**src/rtl/alu_issue_pkg.sv**
```systemverilog
// Shared types for the ALU issue controller: the request bundle presented
// to cv32e40p_alu and the issue FSM state encoding.
package alu_issue_pkg;

  localparam int ALU_OP_WIDTH = 7;

  // Operator codes, bit-identical to cv32e40p_pkg::alu_opcode_e so the
  // request field wires straight onto the ALU operator_i pin.
  typedef enum logic [ALU_OP_WIDTH-1:0] {
    ALU_LTS  = 7'b0000000,
    ALU_LTU  = 7'b0000001,
    ALU_EQ   = 7'b0001100,
    ALU_NE   = 7'b0001101,
    ALU_AND  = 7'b0010101,
    ALU_ADD  = 7'b0011000,
    ALU_SUB  = 7'b0011001,
    ALU_OR   = 7'b0101110,
    ALU_XOR  = 7'b0101111,
    ALU_DIVU = 7'b0110000,
    ALU_DIV  = 7'b0110001,
    ALU_REMU = 7'b0110010,
    ALU_REM  = 7'b0110011
  } alu_opcode_e;

  // One ALU request: everything the ALU samples from operator_i to clpx_shift_i.
  typedef struct packed {
    alu_opcode_e opcode;
    logic [31:0] operand_a;
    logic [31:0] operand_b;
    logic [31:0] operand_c;
    logic [1:0]  vector_mode;
    logic [4:0]  bmask_a;
    logic [4:0]  bmask_b;
    logic [1:0]  imm_vec_ext;
    logic        is_clpx;
    logic        is_subrot;
    logic [1:0]  clpx_shift;
  } alu_req_t;

  typedef enum logic [1:0] {
    IDLE = 2'd0,
    EXEC = 2'd1,
    HOLD = 2'd2
  } issue_state_e;

endpackage

```
**src/rtl/alu_issue_fifo.sv**
```systemverilog
// Request FIFO. Pointers carry one extra wrap bit so full and empty are
// distinguished without a separate counter; occupancy is their difference.
module alu_issue_fifo
  import alu_issue_pkg::*;
#(
  parameter int  DEPTH = 4,
  parameter type T     = alu_req_t
) (
  input  logic                     clk,
  input  logic                     rst,
  input  logic                     i_push,
  input  T                         i_push_data,
  input  logic                     i_pop,
  input  logic                     i_flush_keep_head,
  output T                         o_head,
  output logic [$clog2(DEPTH):0]   o_count,
  output logic                     o_full
);

  localparam int IDX_W = $clog2(DEPTH);
  localparam int PTR_W = IDX_W + 1;

  T                 r_mem [DEPTH];
  logic [PTR_W-1:0] r_wr_ptr;
  logic [PTR_W-1:0] r_rd_ptr;
  logic             w_empty;
  logic             w_flush;
  logic             w_wr_en;

  assign o_count = r_wr_ptr - r_rd_ptr;
  assign w_empty = (r_wr_ptr == r_rd_ptr);
  assign o_full  = (o_count == PTR_W'(DEPTH));
  assign o_head  = r_mem[r_rd_ptr[IDX_W-1:0]];
  // A flush on a non-empty FIFO discards everything behind the head, so a
  // push in that cycle is dropped as well.
  assign w_flush = i_flush_keep_head & ~w_empty;
  assign w_wr_en = i_push & ~w_flush;

  // Pointer update: flush collapses the write pointer onto the slot after the head.
  always_ff @(posedge clk or posedge rst) begin
    if (rst) begin
      r_wr_ptr <= '0;
      r_rd_ptr <= '0;
    end else if (w_flush) begin
      r_rd_ptr <= r_rd_ptr + PTR_W'(i_pop);
      r_wr_ptr <= r_rd_ptr + PTR_W'(1);
    end else begin
      if (w_wr_en) r_wr_ptr <= r_wr_ptr + PTR_W'(1);
      if (i_pop)   r_rd_ptr <= r_rd_ptr + PTR_W'(1);
    end
  end

  // Storage write; entries are data only and need no reset.
  always_ff @(posedge clk) begin
    if (w_wr_en) r_mem[r_wr_ptr[IDX_W-1:0]] <= i_push_data;
  end

endmodule

```
**src/rtl/alu_issue_ctrl.sv**
```systemverilog
// Issue controller in front of cv32e40p_alu: queues requests, presents the
// head to the ALU until it completes, and captures results into a one-entry
// response register with valid/ready.
module alu_issue_ctrl
  import alu_issue_pkg::*;
#(
  parameter int DEPTH = 4,
  parameter int CNT_W = $clog2(DEPTH) + 1
) (
  input  logic              clk,
  input  logic              rst,
  input  logic              req_valid_i,
  output logic              req_ready_o,
  input  alu_req_t          req_i,
  input  logic              flush_i,
  output alu_req_t          alu_req_o,
  output logic              alu_enable_o,
  output logic              alu_ex_ready_o,
  input  logic [31:0]       alu_result_i,
  input  logic              alu_cmp_i,
  input  logic              alu_ready_i,
  output logic              rsp_valid_o,
  input  logic              rsp_ready_i,
  output logic [31:0]       rsp_result_o,
  output logic              rsp_cmp_o,
  output logic [CNT_W-1:0]  count_o,
  output logic [31:0]       stall_cnt_o
);

  issue_state_e     r_state;
  issue_state_e     w_state_nxt;
  alu_req_t         w_head;
  logic [CNT_W-1:0] w_count;
  logic [CNT_W-1:0] w_count_nxt;
  logic             w_full;
  logic             w_push;
  logic             w_complete;
  logic             r_rsp_valid;
  logic [31:0]      r_rsp_result;
  logic             r_rsp_cmp;
  logic [31:0]      r_stall_cnt;

  alu_issue_fifo #(
    .DEPTH (DEPTH),
    .T     (alu_req_t)
  ) u_fifo (
    .clk               (clk),
    .rst               (rst),
    .i_push            (w_push),
    .i_push_data       (req_i),
    .i_pop             (w_complete),
    .i_flush_keep_head (flush_i & alu_enable_o),
    .o_head            (w_head),
    .o_count           (w_count),
    .o_full            (w_full)
  );

  // Handshake outputs are forced low while reset is held so every output
  // reads zero during reset.
  assign req_ready_o    = ~rst & ~w_full & ~flush_i;
  assign alu_ex_ready_o = ~rst & (~r_rsp_valid | rsp_ready_i);
  assign alu_enable_o   = (r_state != IDLE);
  assign alu_req_o      = alu_enable_o ? w_head : '0;
  assign w_push         = req_valid_i & req_ready_o;
  assign w_complete     = alu_enable_o & alu_ready_i & alu_ex_ready_o;

  assign count_o        = w_count;
  assign rsp_valid_o    = r_rsp_valid;
  assign rsp_result_o   = r_rsp_result;
  assign rsp_cmp_o      = r_rsp_cmp;
  assign stall_cnt_o    = r_stall_cnt;

  // Occupancy after this edge; a flush leaves only the head, or nothing if it pops.
  always_comb begin
    w_count_nxt = w_count + CNT_W'(w_push) - CNT_W'(w_complete);
    if (flush_i && alu_enable_o) begin
      w_count_nxt = w_complete ? '0 : CNT_W'(1);
    end
  end

  // Issue FSM next state: EXEC while waiting on the ALU, HOLD while the
  // result is ready but the response slot is still occupied.
  always_comb begin
    w_state_nxt = r_state;
    unique case (r_state)
      IDLE: begin
        if (w_count_nxt != '0) w_state_nxt = EXEC;
      end
      EXEC, HOLD: begin
        if (w_complete) begin
          w_state_nxt = (w_count_nxt != '0) ? EXEC : IDLE;
        end else if (alu_ready_i && !alu_ex_ready_o) begin
          w_state_nxt = HOLD;
        end
      end
      default: w_state_nxt = IDLE;
    endcase
  end

  // FSM state register.
  always_ff @(posedge clk or posedge rst) begin
    if (rst) r_state <= IDLE;
    else     r_state <= w_state_nxt;
  end

  // Response slot: load on completion, otherwise release when consumed.
  always_ff @(posedge clk or posedge rst) begin
    if (rst) begin
      r_rsp_valid  <= 1'b0;
      r_rsp_result <= '0;
      r_rsp_cmp    <= 1'b0;
    end else if (w_complete) begin
      r_rsp_valid  <= 1'b1;
      r_rsp_result <= alu_result_i;
      r_rsp_cmp    <= alu_cmp_i;
    end else if (rsp_ready_i) begin
      r_rsp_valid  <= 1'b0;
    end
  end

  // Saturating count of enabled cycles that did not complete.
  always_ff @(posedge clk or posedge rst) begin
    if (rst) begin
      r_stall_cnt <= '0;
    end else if (alu_enable_o && !w_complete && !(&r_stall_cnt)) begin
      r_stall_cnt <= r_stall_cnt + 32'd1;
    end
  end

endmodule

```
**config.mk**
```make
export PLATFORM = sky130hd
export DESIGN_NAME = alu_issue_ctrl
export DESIGN_NICKNAME = d
export VERILOG_FILES = /design/src/rtl/alu_issue_pkg.sv /design/src/rtl/alu_issue_fifo.sv /design/src/rtl/alu_issue_ctrl.sv
export SDC_FILE = /design/constraint.sdc
export NUM_CORES = 1
export LEC_CHECK = 0
export CAP_MARGIN = 5
export CELL_PAD_IN_SITES_DETAIL_PLACEMENT = 1
export CELL_PAD_IN_SITES_GLOBAL_PLACEMENT = 2
export CORE_ASPECT_RATIO = 0.9
export CORE_MARGIN = 5
export CORE_UTILIZATION = 40
export DETAILED_ROUTE_END_ITERATION = 8
export GPL_TIMING_DRIVEN = 0
export MAX_ROUTING_LAYER = met4
export PLACE_DENSITY_LB_ADDON = 0.1
export SLEW_MARGIN = 20
export SYNTH_ARGS = -nofsm -noshare
export SYNTH_HDL_FRONTEND = slang
export SYNTH_SLANG_ARGS = --single-unit
```
**constraint.sdc**
```tcl
create_clock -name clk -period 4.2 [get_ports clk]
set_input_delay 0.84 -clock clk [delete_from_list [all_inputs] [get_ports clk]]
set_output_delay 0.84 -clock clk [all_outputs]
set_load 0.03 [all_outputs]
```
==> impl_metrics.py <==
metrics = {
    "status": {
        "status": "complete, no violations",
    },
    "route": {
        "dr.pass1.iters": 4,
        "dr_wl_met2_um": 26400,
        "wl_met3_um": 3400,
        "drtIter0Drc": 622,
        "highest_layer": "met4",
        "drc_errors": 0,
        "drt-total-wl_um": 53800,
        "routedWlPerCell_um": 23.8,
        "wl_met1_um": 23000,
        "viasPerCell": 5.06,
        "vias": 11500,
        "drtAntennaViolNets": 0,
    },
    "critical_path": {
        "end_kind": "primary output",
        "crit_chain": "clkbuf_2 > clkbuf_4 > buf_2 > mux4_2 > and2_1 > clkdlybuf4s50_1",
        "worstPathArrival_ps": 3210,
        "worst-path-buf-inv": 4,
        "crit_fanout": 10,
        "start_kind": "register",
        "crit_path_top_delay_cell": "clkdlybuf4s50_1",
        "critical_path.top_delay_family": "buffers and inverters",
        "critPathMaxStageDelay_ps": 620,
        "crit_required_ps": 3360,
        "criticalPathCategory": "reg2out",
    },
    "logic_synthesis": {
        "synth_warnings": 0,
        "synth_top_cell_by_area": "edfxtp_1",
        "synth_cell_types": 44,
        "synth.most_common_cell": "edfxtp_1",
        "yosys.area.top_type_share_pct": 66.6,
        "synth_cells": 1081,
        "syn_nets": 1257,
        "synth_edf_count": 484,
        "synth_area_per_cell_sq_um": 20.2,
        "synthFlopType": "edfxtp_1",
        "yosysSeqAreaShare_pct": 75.1,
        "synth_area_leaders": "edfxtp_1 67%, mux4_2 12%, dfrtp_1 8.5%, and2_1 3.5%, mux2_2 1.8%",
        "yosys-top-cells-count": "484 x edfxtp_1, 122 x and2_1, 121 x mux4_2",
        "synthArstFlopShare_pct": 13.3,
        "synth-seq-cells": 558,
        "synth_area_sq_um": 21800,
    },
    "die": {
        "die-area_sq_um": 59300,
        "die_w_um": 256,
        "start_util_pct": 40.3,
        "core-area_sq_um": 54200,
        "io_pins": 353,
        "fp-row-count": 81,
        "fp.dieH_um": 232,
    },
    "power": {
        "p_clk_share_pct": 25.3,
        "p_comb_share_pct": 39.2,
        "power_density_nw_per_um2": 672,
        "power_switching_mw": 6.46,
        "p_seq_share_pct": 35.5,
        "internal_power_mw": 12.6,
        "p_leak_nw": 9.68,
        "power.share.switching_pct": 33.9,
        "irDropWorstVdd_mv": 0.370,
    },
    "global_route": {
        "grt_use_total_pct": 18.5,
        "first_global_vias": 12600,
        "grt_pass1_wl_um": 80700,
        "grt_overflow": 0,
        "grt_max_degree": 47,
        "antenna_found_initial": 12,
    },
    "placement": {
        "place_congestion": 0.721,
        "hpwl_um": 35900,
        "port_buffers": 352,
    },
    "timing": {
        "fin_skew_ps": 19.6,
        "drv_slew": 0,
        "post-route-min-period_ps": 4050,
        "max_slew.worst_pin.slew_ps": 939,
        "relSlewSlack_pct": 36.8,
        "finalSetupViolCount": 0,
        "period_share_pct": 96.5,
        "hold_slack_ps": 500,
        "finalSetupTns_ps": 0,
        "max_freq_mhz": 247,
        "final_hold_viol_count": 0,
        "rsz0062_at_grt": "false",
    },
    "cts": {
        "h-tree-depth": 2,
        "numCtsBuffers": 58,
        "postCtsHoldBufs": 0,
        "clk_pin_slew_ps": 60,
        "cts_tree": "done",
        "root_buffer": "clkbuf_16",
        "post_cts_buffers": 0,
        "clkLatencyLatePin_ps": 620,
        "cts_sinks": 558,
        "cts_buffer_depth": 3,
    },
    "worst_hold_path": {
        "hp-class": "reg2reg",
    },
    "run": {
        "maxCapViolCount": 0,
    },
    "cells_and_area": {
        "final_nets": 1682,
        "final_core_util_pct": 52.4,
        "area_growth_pct": 30.2,
        "final_layout_size_suffix_gt1_share_pct": 19.0,
    },
}
## layout by cell type (no fill, tap or decap), types with 6 or more instances in the layout
master           instances
clkdlybuf4s50_1        347
buf_4                    6
dfrtp_1                 74
inv_1                   19
nand2_1                 21
clkbuf_16               59
clkinv_2                 7
nand3_1                 14
clkbuf_1                26
clkinv_1                11
mux4_2                 121
and2_1                 122
xor2_1                  28
diode_2                 13
mux2_2                  35
nor4_1                   8
ha_1                    14
buf_2                   13
buf_16                   6
clkbuf_4                 6
edfxtp_1               484
nor3_1                  17
clkbuf_2                11
buf_12                   7
xnor2_1                  8
nor2_1                  12
and3_1                   6
## path summary, 6_finish.rpt
kind	from	end	slack, ps	cells past startpoint
min in group asynchronous	rst	r_state[1]	780	2
max in group asynchronous	rst	rsp_result_o[13]	2820	3
worst min-delay path	stall_cnt_o[5]	stall_cnt_o[5]	500	1
worst max register to register	u_fifo.r_wr_ptr[0]	r_state[1]	310	15
worst max-delay path	u_fifo.r_rd_ptr[1]	alu_req_o[64]	150	6
worst min register to register	stall_cnt_o[5]	stall_cnt_o[5]	500	1
## cell families (layout without fill, tap and decap cells)
logic type | Yosys count | in the layout | share of synthesized area (%)
flip-flops | 558 | 558 | 75.1
AND/OR/NAND/NOR | 223 | 223 | 5.96
multiplexers | 158 | 158 | 14.4
buffers and inverters | 70 | 535 | 1.34
XOR/XNOR | 37 | 37 | 1.56
AO/OA/AOI/OAI | 19 | 19 | 0.694
adder cells (fa/ha/maj) | 16 | 16 | 0.986
other | 0 | 13 | 0
## power by group through the flow
stage | Combinational (mW) | Clock, mW | Sequential (mW)
4_1_cts | 7.64 | 5.00 | 6.79
5_1_grt | 7.94 | 5.25 | 6.83
3_5_place_dp | 7.57 | 0 | 6.91
6_report | 7.47 | 4.83 | 6.79
2_1_floorplan | 4.17 | 0 | 7.26
3_3_place_gp | 7.49 | 0 | 6.92
## through the flow
| step | power (mW) | setup slack (ps) | instance area, sq um | std cells |
|---|---|---|---|---|
| after floorplan | 11.4 | 382 | 21800 | 1081 |
| after global placement | 14.4 | -1420 | 26200 | 2138 |
| after detailed placement | 14.5 | -497 | 26500 | 2151 |
| after CTS | 19.4 | -50.9 | 28300 | 2251 |
| after global routing | 20.0 | 4.61 | 28400 | 2263 |
| final | 19.1 | 148 | 28400 | 2264 |
## state kept, by name, summed over array words and instances, names as in the netlist
register,flops
rsp_valid_o,1
u_fifo.r_wr_ptr,3
u_fifo.r_mem,484
u_fifo.r_rd_ptr,3
r_state,2
rsp_result_o,32
stall_cnt_o,32
rsp_cmp_o,1
## routing by layer
metal  GRT usage (%)  vias up
met5               -        -
met4            4.77        0
met3            5.05       77
met2            30.0      286
met1            23.3     5937
li1                -     5154
## what timing repair did
action	in CTS	in global routing
endpoints found under the setup margin	107	42
pin swaps	0	1
gates resized for setup	31	20
## final cells by class
| type | instances | area [sq um] |
|---|---|---|
| Tap cell | 705 | 882 |
| Timing Repair Buffer | 365 | 3830 |
| Multi-Input combinational cell | 453 | 5160 |
| Inverter | 21 | 85.1 |
| Antenna cell | 13 | 32.5 |
| Clock inverter | 24 | 203 |
| Buffer | 49 | 282 |
| Sequential cell | 558 | 16400 |
| Clock buffer | 76 | 1550 |
| Fill cell | 4945 | 25800 |
Note: power is estimated with default switching activity, not from simulation.
